`src/rtl/flash_arb_pkg.sv`:
```
// Shared constants for the Flash32 request-port arbiter and its helpers.
package flash_arb_pkg;

    localparam int MAX_NREQ = 8;
    localparam int ADDR_W   = 32;
    localparam int DATA_W   = 64;
    localparam int TAG_W    = 21;
    localparam int BE_W     = 8;

endpackage

```
`src/rtl/flash_arb_idfifo.sv`:
```
// Small in-order FIFO of requester indices, used to route read responses
// back to whoever issued the read.
module flash_arb_idfifo #(
    parameter int DEPTH = 4,
    parameter int IDW   = 2
) (
    input  logic           clk,
    input  logic           rst_n,
    input  logic           push,
    input  logic [IDW-1:0] push_id,
    input  logic           pop,
    output logic           full,
    output logic           empty,
    output logic [IDW-1:0] head
);

    localparam int PW = (DEPTH > 1) ? $clog2(DEPTH) : 1;
    localparam int CW = $clog2(DEPTH + 1);

    logic [IDW-1:0] mem_q [DEPTH];
    logic [PW-1:0]  wptr_q, wptr_d;
    logic [PW-1:0]  rptr_q, rptr_d;
    logic [CW-1:0]  count_q, count_d;
    logic           doPush;
    logic           doPop;

    assign full   = (count_q == CW'(DEPTH));
    assign empty  = (count_q == '0);
    assign head   = mem_q[rptr_q];
    assign doPush = push & ~full;
    assign doPop  = pop & ~empty;

    // DEPTH is a power of two, so pointers wrap naturally.
    always_comb begin
        wptr_d  = wptr_q;
        rptr_d  = rptr_q;
        count_d = count_q;
        if (doPush) wptr_d = wptr_q + 1'b1;
        if (doPop)  rptr_d = rptr_q + 1'b1;
        if (doPush && !doPop)      count_d = count_q + 1'b1;
        else if (!doPush && doPop) count_d = count_q - 1'b1;
    end

    always_ff @(posedge clk or negedge rst_n) begin
        if (!rst_n) begin
            wptr_q  <= '0;
            rptr_q  <= '0;
            count_q <= '0;
        end else begin
            wptr_q  <= wptr_d;
            rptr_q  <= rptr_d;
            count_q <= count_d;
        end
    end

    always_ff @(posedge clk) begin
        if (doPush) mem_q[wptr_q] <= push_id;
    end

endmodule

```
`src/rtl/flash_port_arbiter.sv`:
```
// Round-robin arbiter with optional lock sharing the single Flash32 request
// port; read responses are steered back to the issuer in order.
module flash_port_arbiter
    import flash_arb_pkg::*;
#(
    parameter int NREQ  = 4,
    parameter int DEPTH = 4,
    parameter int IDW   = $clog2(NREQ)
) (
    input  logic                   CLKH,
    input  logic                   RESET,
    output logic [IDW-1:0]         OWNER,
    output logic                   LOCKED,
    output logic                   ERR,

    input  logic [NREQ-1:0]        RACT,
    input  logic [NREQ-1:0]        RCMD,
    input  logic [NREQ-1:0]        RLOCK,
    input  logic [NREQ*ADDR_W-1:0] RADDR,
    input  logic [NREQ*BE_W-1:0]   RBE,
    input  logic [NREQ*DATA_W-1:0] RDTI,
    input  logic [NREQ*TAG_W-1:0]  RTAGI,
    output logic [NREQ-1:0]        RNEXT,
    output logic [NREQ-1:0]        RDRDY,
    output logic [DATA_W-1:0]      RDTO,
    output logic [TAG_W-1:0]       RTAGO,

    input  logic                   NEXT,
    output logic                   ACT,
    output logic                   CMD,
    output logic [ADDR_W-1:0]      ADDR,
    output logic [BE_W-1:0]        BE,
    output logic [DATA_W-1:0]      DTI,
    output logic [TAG_W-1:0]       TAGI,
    input  logic                   DRDY,
    input  logic [DATA_W-1:0]      DTO,
    input  logic [TAG_W-1:0]       TAGO
);

    logic [IDW-1:0] owner_q, owner_d;
    logic           locked_q, locked_d;
    logic           err_q, err_d;
    logic [IDW-1:0] sel;
    logic           valid;
    logic           stall;
    logic           accept;
    logic           fifoFull;
    logic           fifoEmpty;
    logic [IDW-1:0] fifoHead;
    logic           respPop;

    // Lowest rotating offset from OWNER wins, so scan offsets high-to-low.
    always_comb begin
        int             idx;
        logic [IDW-1:0] cand;
        idx   = 0;
        cand  = '0;
        sel   = owner_q;
        valid = 1'b0;
        if (locked_q) begin
            valid = RACT[owner_q];
        end else begin
            for (int k = NREQ - 1; k >= 0; k--) begin
                idx  = (int'(owner_q) + k) % NREQ;
                cand = IDW'(idx);
                if (RACT[cand]) begin
                    sel   = cand;
                    valid = 1'b1;
                end
            end
        end
    end

    assign stall  = RCMD[sel] & fifoFull;
    assign ACT    = valid & ~stall;
    assign accept = ACT & NEXT;

    always_comb begin
        CMD   = 1'b0;
        ADDR  = '0;
        BE    = '0;
        DTI   = '0;
        TAGI  = '0;
        RNEXT = '0;
        if (valid) begin
            CMD  = RCMD[sel];
            ADDR = RADDR[int'(sel)*ADDR_W +: ADDR_W];
            BE   = RBE[int'(sel)*BE_W +: BE_W];
            DTI  = RDTI[int'(sel)*DATA_W +: DATA_W];
            TAGI = RTAGI[int'(sel)*TAG_W +: TAG_W];
        end
        RNEXT[sel] = accept;
    end

    always_comb begin
        owner_d  = owner_q;
        locked_d = locked_q;
        err_d    = err_q | (DRDY & fifoEmpty);
        if (accept) begin
            if (RLOCK[sel]) begin
                locked_d = 1'b1;
                owner_d  = sel;
            end else begin
                locked_d = 1'b0;
                owner_d  = (int'(sel) == NREQ - 1) ? '0 : sel + 1'b1;
            end
        end
    end

    always_ff @(posedge CLKH or negedge RESET) begin
        if (!RESET) begin
            owner_q  <= '0;
            locked_q <= 1'b0;
            err_q    <= 1'b0;
        end else begin
            owner_q  <= owner_d;
            locked_q <= locked_d;
            err_q    <= err_d;
        end
    end

    // Responses are gated by a non-empty FIFO so stale DRDYs only raise ERR.
    assign respPop = DRDY & ~fifoEmpty;

    always_comb begin
        RDRDY = '0;
        for (int i = 0; i < NREQ; i++) begin
            RDRDY[i] = respPop & (fifoHead == IDW'(i));
        end
    end

    flash_arb_idfifo #(
        .DEPTH (DEPTH),
        .IDW   (IDW)
    ) u_idfifo (
        .clk     (CLKH),
        .rst_n   (RESET),
        .push    (accept & RCMD[sel]),
        .push_id (sel),
        .pop     (respPop),
        .full    (fifoFull),
        .empty   (fifoEmpty),
        .head    (fifoHead)
    );

    assign RDTO   = DTO;
    assign RTAGO  = TAGO;
    assign OWNER  = owner_q;
    assign LOCKED = locked_q;
    assign ERR    = err_q;

endmodule

```
`config.mk`:
```
export PLATFORM = sky130hd
export DESIGN_NAME = flash_port_arbiter
export DESIGN_NICKNAME = d
export VERILOG_FILES = /design/src/rtl/flash_arb_pkg.sv /design/src/rtl/flash_arb_idfifo.sv /design/src/rtl/flash_port_arbiter.sv
export SDC_FILE = /design/constraint.sdc
export NUM_CORES = 1
export LEC_CHECK = 0
export CORE_AREA = 4 4 316 318
export DETAILED_ROUTE_END_ITERATION = 10
export DIE_AREA = 0 0 320 322
export GPL_TIMING_DRIVEN = 1
export HOLD_SLACK_MARGIN = 0.03
export PLACE_DENSITY_LB_ADDON = 0.05
export SLEW_MARGIN = 5
export SYNTH_ARGS = -nofsm -noshare
export SYNTH_HDL_FRONTEND = slang
export SYNTH_HIERARCHICAL = 1
export SYNTH_SLANG_ARGS = --single-unit
```
`constraint.sdc`:
```
create_clock -name CLKH -period 6.5 [get_ports CLKH]
set_input_delay 1.95 -clock CLKH [delete_from_list [all_inputs] [get_ports CLKH]]
set_output_delay 1.95 -clock CLKH [all_outputs]
set_load 0.05 [all_outputs]
```
==> results of run 1 <==
==> state kept, by name, summed over array words and instances (netlist names) <==
| register | flops |
|---|---|
| u_idfifo/mem_q | 8 |
| u_idfifo/count_q | 3 |
| OWNER | 2 |
| u_idfifo/rptr_q | 2 |
| u_idfifo/wptr_q | 2 |
| ERR | 1 |
| LOCKED | 1 |
==> synthesized netlist by cell type (all sizes together), types with 2 or more instances <==
cell	n	share of area, %
nand3	3	0.25
nor3	2	0.17
buf	101	15
nand2	6	0.50
mux2	6	1.2
edfxtp	8	4.0
nor2b	5	0.56
and3	3	0.31
xnor2	4	0.58
and2	135	14
xor2	2	0.29
dfrtp	11	4.6
o21ai	3	0.25
mux2i	9	1.5
ha	9	1.9
mux4	128	48
nor3b	3	0.64
a21oi	4	0.33
nand2b	4	0.41
clkbuf	29	1.8
nor2	4	0.25
inv	7	0.48
a21o	2	0.25
and3b	2	0.29
==> per-layer routing <==
metal | vias to the layer above | part of all wire (%)
met5 | - | 0.52
met4 | 40 | 1.3
met3 | 72 | 13
met2 | 443 | 51
met1 | 3313 | 34
li1 | 3062 | -
==> per-stage QoR <==
step                cells  power, uW
finish               2390       7873
global placement     2356       7660
CTS                  2370       8098
global route         2374       8385
detailed placement   2356       7610
floorplan             507       5183
==> power by group <==
group	switching (uW)	internal [uW]
Clock	46.1	82.5
Combinational	4280	3220
Sequential	68.8	181
Total	4390	3480
==> worst max-delay path by stage <==
stage	end	slack, ns	cells after the start
after floorplan	ACT	0.19	7
final	ADDR[5]	0.13	11
after CTS	TAGI[18]	0.04	13
after detailed placement	RNEXT[0]	-0.59	9
after global placement	RNEXT[0]	-0.57	9
after global routing	DTI[0]	0.006	12
==> cell families after synthesis <==
kind of cell / after synthesis / synth area share (%)
buffers and inverters: 137 / 17.42
DFF: 19 / 8.525
muxes: 143 / 50.40
adders and majority gates: 10 / 2.193
AOI/OAI and AO/OA: 19 / 2.338
xor gates and xnor gates: 6 / 0.8690
and+or+nand+nor: 173 / 18.25
==> cell type report <==
class	count	area (sq um)
clock buffer	3	75.07
multi-input combinational	351	4563
antenna	18	45.04
fill	10800	82560
tap	1276	1597
timing repair buffer	715	7157
sequential	19	515.5
inverter	7	52.55
clock inverter	1	5.005
==> repair_timing <==
action	in CTS	in global routing
resized for setup	49	16
buffers inserted	8	2
hold buffers	0	0
pin swaps	5	4
cloned	2	0
endpoints found under the hold margin	0	0
endpoints found under the setup margin	131	16
==> flow_summary.json, run 1 <==
{
  "status": "finished with violations",
  "violations": "antenna violations",
  "clk_latency_ns": 0.25,
  "grt_max_degree": 74,
  "grt-ovfl-total": 0,
  "vias_per_cell": 2.900,
  "cts_tree": "built",
  "gr-usage-met1_pct": 9.709,
  "ff2ff_path_depth": 15,
  "dp_hpwl_um": 47500,
  "use_met2_pct": 18.15,
  "antenna_found_initial": 35,
  "worstSetupPathType": "input port to output port",
  "synth_fp_nets": 1118,
  "ys_async_sr_fraction_pct": 57.89,
  "final.setup_skew_ns": 0.003928,
  "rsz0062_at_grt": "false",
  "gr-max-usage-layer": "met2",
  "hold_class": "flip-flop to flip-flop",
  "fin_area_sq_um": 14010,
  "placed_area_sq_um": 13510,
  "grt_pass1_wl_um": 71080,
  "drive_gt1_share_pct": 32.85,
  "hold-path-cell-count": 1,
  "grt_pass1_vias": 7798,
  "finish.utilization_pct": 14.51,
  "drtIter0Drc": 179,
  "synth-seq-area-share_pct": 8.525,
  "tns_ns": 0,
  "crit_required_ns": 4.55,
  "leakage_uw": 0.004995,
  "die_y_um": 322,
  "dpl_worst_slack_ns": -0.5940,
  "min_from": "ERR$_DFF_PN0_",
  "max_cap_viol_count": 0,
  "rows": 114,
  "final_common_cell": "clkdlybuf4s50_1",
  "ys_warn_count": 6,
  "fmax_ghz": 0.1571,
  "clock-sinks": 19,
  "path_cells": "clkdlybuf4s15_1, nor3b_4, nor3_4, or4_4, nand2_8, clkinv_16, bufbuf_16, buf_4, mux4_2, and2_1, buf_6",
  "cp-start-kind": "input port",
  "cpPeakStageDelay_ns": 0.53,
  "finalHoldViolCount": 0,
  "clockRootBuffer": "clkbuf_16",
  "die-area_sq_um": 103000,
  "num_io_pins": 825,
  "hold_ws_ns": 0.4562,
  "core_sq_um": 96570,
  "reg2reg_to": "u_idfifo/count_q[2]$_DFFE_PN0P_",
  "reg2reg_slack_ns": 2.87,
  "setup_viol": 0,
  "crit_slowest_cell": "or4_4",
  "relSlewSlack_pct": 58.78,
  "postRouteAntennaNets": 1,
  "setup_ws_ns": 0.1333,
  "track_usage_pct": 9.877,
  "slew_violations": 0,
  "io_buffers": 654,
  "path_delay_family": "simple AND/OR/NAND/NOR gates",
  "gp_congestion": 0.7792,
  "drcViolationCount": 0,
  "netlist_area_sq_um": 6047,
  "finalWorstPathRequiredPeriod_ns": 6.367,
  "synthCells": 507,
  "worst_pin_slew_ns": 0.6163,
  "use_met3_pct": 6.063,
  "clk_pin_slew_worst_paths_ns": 0.05,
  "layout_common_cells": "519 x clkdlybuf4s50_1, 138 x buf_4, 127 x mux4_2",
  "drt_pass1_iterations": 4,
  "yosysUniqueCellTypes": 53,
  "synth_area_per_cell_sq_um": 11.93,
  "worst-path-buf-inv": 5,
  "cts_buffers": 3,
  "worst_setup_path_end_kind": "output port",
  "synth_edf_count": 8,
  "die_w_um": 320,
  "r2r_start": "OWNER[1]$_DFFE_PN0P_",
  "syn_to_final_growth_pct": 131.7,
  "ys.flop_type": "dfrtp_1",
  "clockBufferDepth": 2,
  "htree_levels": 1,
  "vias": 6930,
  "startpoint": "RACT[1]",
  "worstPathMaxFanout": 6,
  "start_util_pct": 6.262,
  "hold_path_end": "ERR$_DFF_PN0_",
  "worstPathArrival_ns": 4.42,
  "nets": 1708,
  "ys_ff_latch": 19,
  "wl_per_cell_um": 22.76,
  "power.density_nw_per_um2": 562.0,
  "drt_wl_total_um": 54390,
  "vdd_drop_max_mv": 0.1777,
  "finalCritPeriodShare_pct": 97.95
}
Power figures use the tool's default switching activity.
==> run 2: changes to the inputs <==
--- a/config.mk
+++ b/config.mk
@@ -5,9 +5,10 @@
 export SDC_FILE = /design/constraint.sdc
 export NUM_CORES = 1
 export LEC_CHECK = 0
-export CORE_AREA = 4 4 316 318
+export ABC_AREA = 1
+export CORE_AREA = 4 4 324 326
 export DETAILED_ROUTE_END_ITERATION = 10
-export DIE_AREA = 0 0 320 322
+export DIE_AREA = 0 0 328 330
 export GPL_TIMING_DRIVEN = 1
 export HOLD_SLACK_MARGIN = 0.03
 export PLACE_DENSITY_LB_ADDON = 0.05
==> flow_summary.json, run 2 <==
{
  "ys.flop_type": "dfrtp_1",
  "max_cap_viol_count": 0,
  "io_buffers": 654,
  "die-area_sq_um": 108200,
  "grt_max_degree": 36,
  "ys_ff_latch": 19,
  "final.setup_skew_ns": 0.003230,
  "rsz0062_at_grt": "true",
  "clockRootBuffer": "clkbuf_16",
  "clock-sinks": 19,
  "rows": 117,
  "clk_pin_slew_worst_paths_ns": 0.06,
  "synth_edf_count": 8,
  "drcViolationCount": 0,
  "synth_most_common_cell": "nand2_1",
  "yosys-top-cells-area": "nand2_1 40%, buf_4 13%, a31oi_1 12%",
  "vias_per_cell": 3.239,
  "finalCritPeriodShare_pct": 97.67,
  "gp_congestion": 0.8001,
  "setup_viol": 0,
  "worstSetupPathType": "input port to output port",
  "cp-start-kind": "input port",
  "finalWorstPathRequiredPeriod_ns": 6.348,
  "clk_latency_ns": 0.25,
  "postRouteAntennaNets": 0,
  "nets": 2493,
  "htree_levels": 1,
  "crit_required_ns": 4.55,
  "status": "finished, final reports clean",
  "relSlewSlack_pct": 59.25,
  "ys_warn_count": 6,
  "reg_top3": "u_idfifo/mem_q x8, u_idfifo/count_q x3",
  "drt_pass1_iterations": 4,
  "finalHoldViolCount": 0,
  "num_io_pins": 825,
  "hold_buffers": 0,
  "worst_setup_path_end_kind": "output port",
  "drt_wl_total_um": 65560,
  "grt-ovfl-total": 0,
  "top_register": "u_idfifo/mem_q",
  "wl_per_cell_um": 20.09,
  "grt_pass1_wl_um": 84910,
  "grt_pass1_vias": 11280,
  "netlist_area_sq_um": 6369,
  "track_usage_pct": 10.76,
  "worstPathArrival_ns": 4.40,
  "dpl.cell_count": 3233,
  "synthCells": 1259,
  "slew_violations": 0,
  "vias": 10570,
  "largest_register_ffs": 8,
  "die_w_um": 328,
  "synth_area_per_cell_sq_um": 5.058,
  "yosysUniqueCellTypes": 33,
  "start_util_pct": 6.260,
  "synth_fp_nets": 1870,
  "worst_pin_slew_ns": 0.6093,
  "final_common_cell": "nand2_1",
  "fmax_ghz": 0.1575,
  "drtIter0Drc": 415,
  "layout_common_cells": "678 x nand2_1, 523 x clkdlybuf4s50_1, 156 x buf_12",
  "antenna_found_initial": 18,
  "hold_class": "flip-flop to flip-flop",
  "layout.cells.non_filler": 3263,
  "yosysTopAreaCellShare_pct": 40.31,
  "core_sq_um": 101700,
  "synth-seq-area-share_pct": 8.094,
  "seqCellArea_sq_um": 515.5,
  "dp_hpwl_um": 54250,
  "synth_top_cell_by_area": "nand2_1",
  "ys_async_sr_fraction_pct": 57.89,
  "worstPathMaxFanout": 9,
  "cts_buffers": 3,
  "multiInputGateArea_sq_um": 4805,
  "syn_to_final_growth_pct": 167.1,
  "drive_gt1_share_pct": 18.18,
  "die_y_um": 330,
  "ys_top_cells_by_count": "684 x nand2_1, 145 x nand3_1, 125 x a31oi_1",
  "clockBufferDepth": 2,
  "nFillCells": 11570,
  "cts_tree": "built",
  "reg2reg_slack_ns": 2.80
}
## run 2: changes by cell type after synthesis, sizes merged, moves of 11 or more
cell,before,now
and2,135,1
inv,7,44
a31oi,1,125
clkbuf,29,18
mux4,128,0
buf,101,165
nor2,4,15
nand2,6,688
nand3,3,148
## run 2: timing repair
action / in CTS / in global routing
setup endpoints to repair: 1 / 47
gates cloned: 0 / 11
endpoints found under the hold margin: 0 / 0
gates resized for setup: 1 / 63
pin swaps: 0 / 2
setup buffers: 0 / 1
## run 2: layout make-up
| type | instances | share of cell area [%] |
|---|---|---|
| diodes | 14 | 0.2059 |
| clock buffers | 3 | 0.4413 |
| clock inverters | 1 | 0.04413 |
| inverters | 45 | 1.177 |
| multi-input cells | 1012 | 28.24 |
| flip-flops and latches | 19 | 3.030 |
| well taps | 1368 | 10.06 |
| repair buffers | 801 | 56.80 |
## run 2: path summary, 6_finish.rpt
check                                           from                               to  cells after the start
min in group asynchronous                      RESET                    ERR$_DFF_PN0_                      1
worst max-delay path                         RACT[3]                         ADDR[28]                     17
worst max register to register  OWNER[0]$_DFFE_PN0P_  u_idfifo/count_q[2]$_DFFE_PN0P_                     23
worst min register to register         ERR$_DFF_PN0_                    ERR$_DFF_PN0_                      1
max in group asynchronous                      RESET  u_idfifo/count_q[1]$_DFFE_PN0P_                      1
worst min-delay path                   ERR$_DFF_PN0_                    ERR$_DFF_PN0_                      1
## run 2: routing by layer
metal | track usage, % | wire (um)
met1 | 11.77 | 25060
met2 | 20.45 | 34520
met3 | 3.475 | 5074
met4 | 1.748 | 871
met5 | 0 | 34
## run 2: stage by stage
step                      utilization [%]  worst slack [ns]  cell area (sq um)  hold WS [ns]  setup TNS [ns]
after floorplan                         -            0.5584               6369        0.4821               0
after global placement              15.94          -0.04099              16220        0.4410        -0.07012
after detailed placement            15.94         -0.009807              16220        0.4487       -0.009807
after CTS                           16.03           0.01431              16310        0.4623               0
after global routing                16.70          -0.01421              16990        0.4972        -0.07387
final                               16.72            0.1516              17010        0.4613               0
## run 2: kinds of logic after synthesis
logic type / after synthesis / synth area share, %
buffers and inverters: 228 / 21.30
DFF: 19 / 8.094
AOI/OAI and AO/OA: 141 / 13.87
adders and majority gates: 10 / 2.083
xor gates and xnor gates: 1 / 0.1375
and+or+nand+nor: 860 / 54.52
## run 2: critical path, stage by stage
cell             delay (ns)
clkdlybuf4s50_1        0.49
inv_1                  0.06
nand2_1                0.10
nand3_1                0.11
nand2_1                0.10
nand3_2                0.11
nand3_2                0.10
nand2_2                0.09
nand2_8                0.19
buf_16                 0.19
buf_4                  0.18
nand2_1                0.09
nand3_1                0.10
nand2_1                0.07
a31oi_2                0.18
buf_4                  0.15
buf_12                 0.12
Power of run 2 is not shown: default switching activity piles up to over one toggle a cycle in this logic, so the estimate is an artifact.
==> run 3: changes to the inputs <==
--- a/config.mk
+++ b/config.mk
@@ -5,10 +5,9 @@
 export SDC_FILE = /design/constraint.sdc
 export NUM_CORES = 1
 export LEC_CHECK = 0
-export ABC_AREA = 1
-export CORE_AREA = 4 4 324 326
+export CORE_AREA = 4 4 316 318
 export DETAILED_ROUTE_END_ITERATION = 10
-export DIE_AREA = 0 0 328 330
+export DIE_AREA = 0 0 320 322
 export GPL_TIMING_DRIVEN = 1
 export HOLD_SLACK_MARGIN = 0.03
 export PLACE_DENSITY_LB_ADDON = 0.05
==> results of run 3 <==
Same layout as run 1: the final DEF is identical, and so are final timing and power.
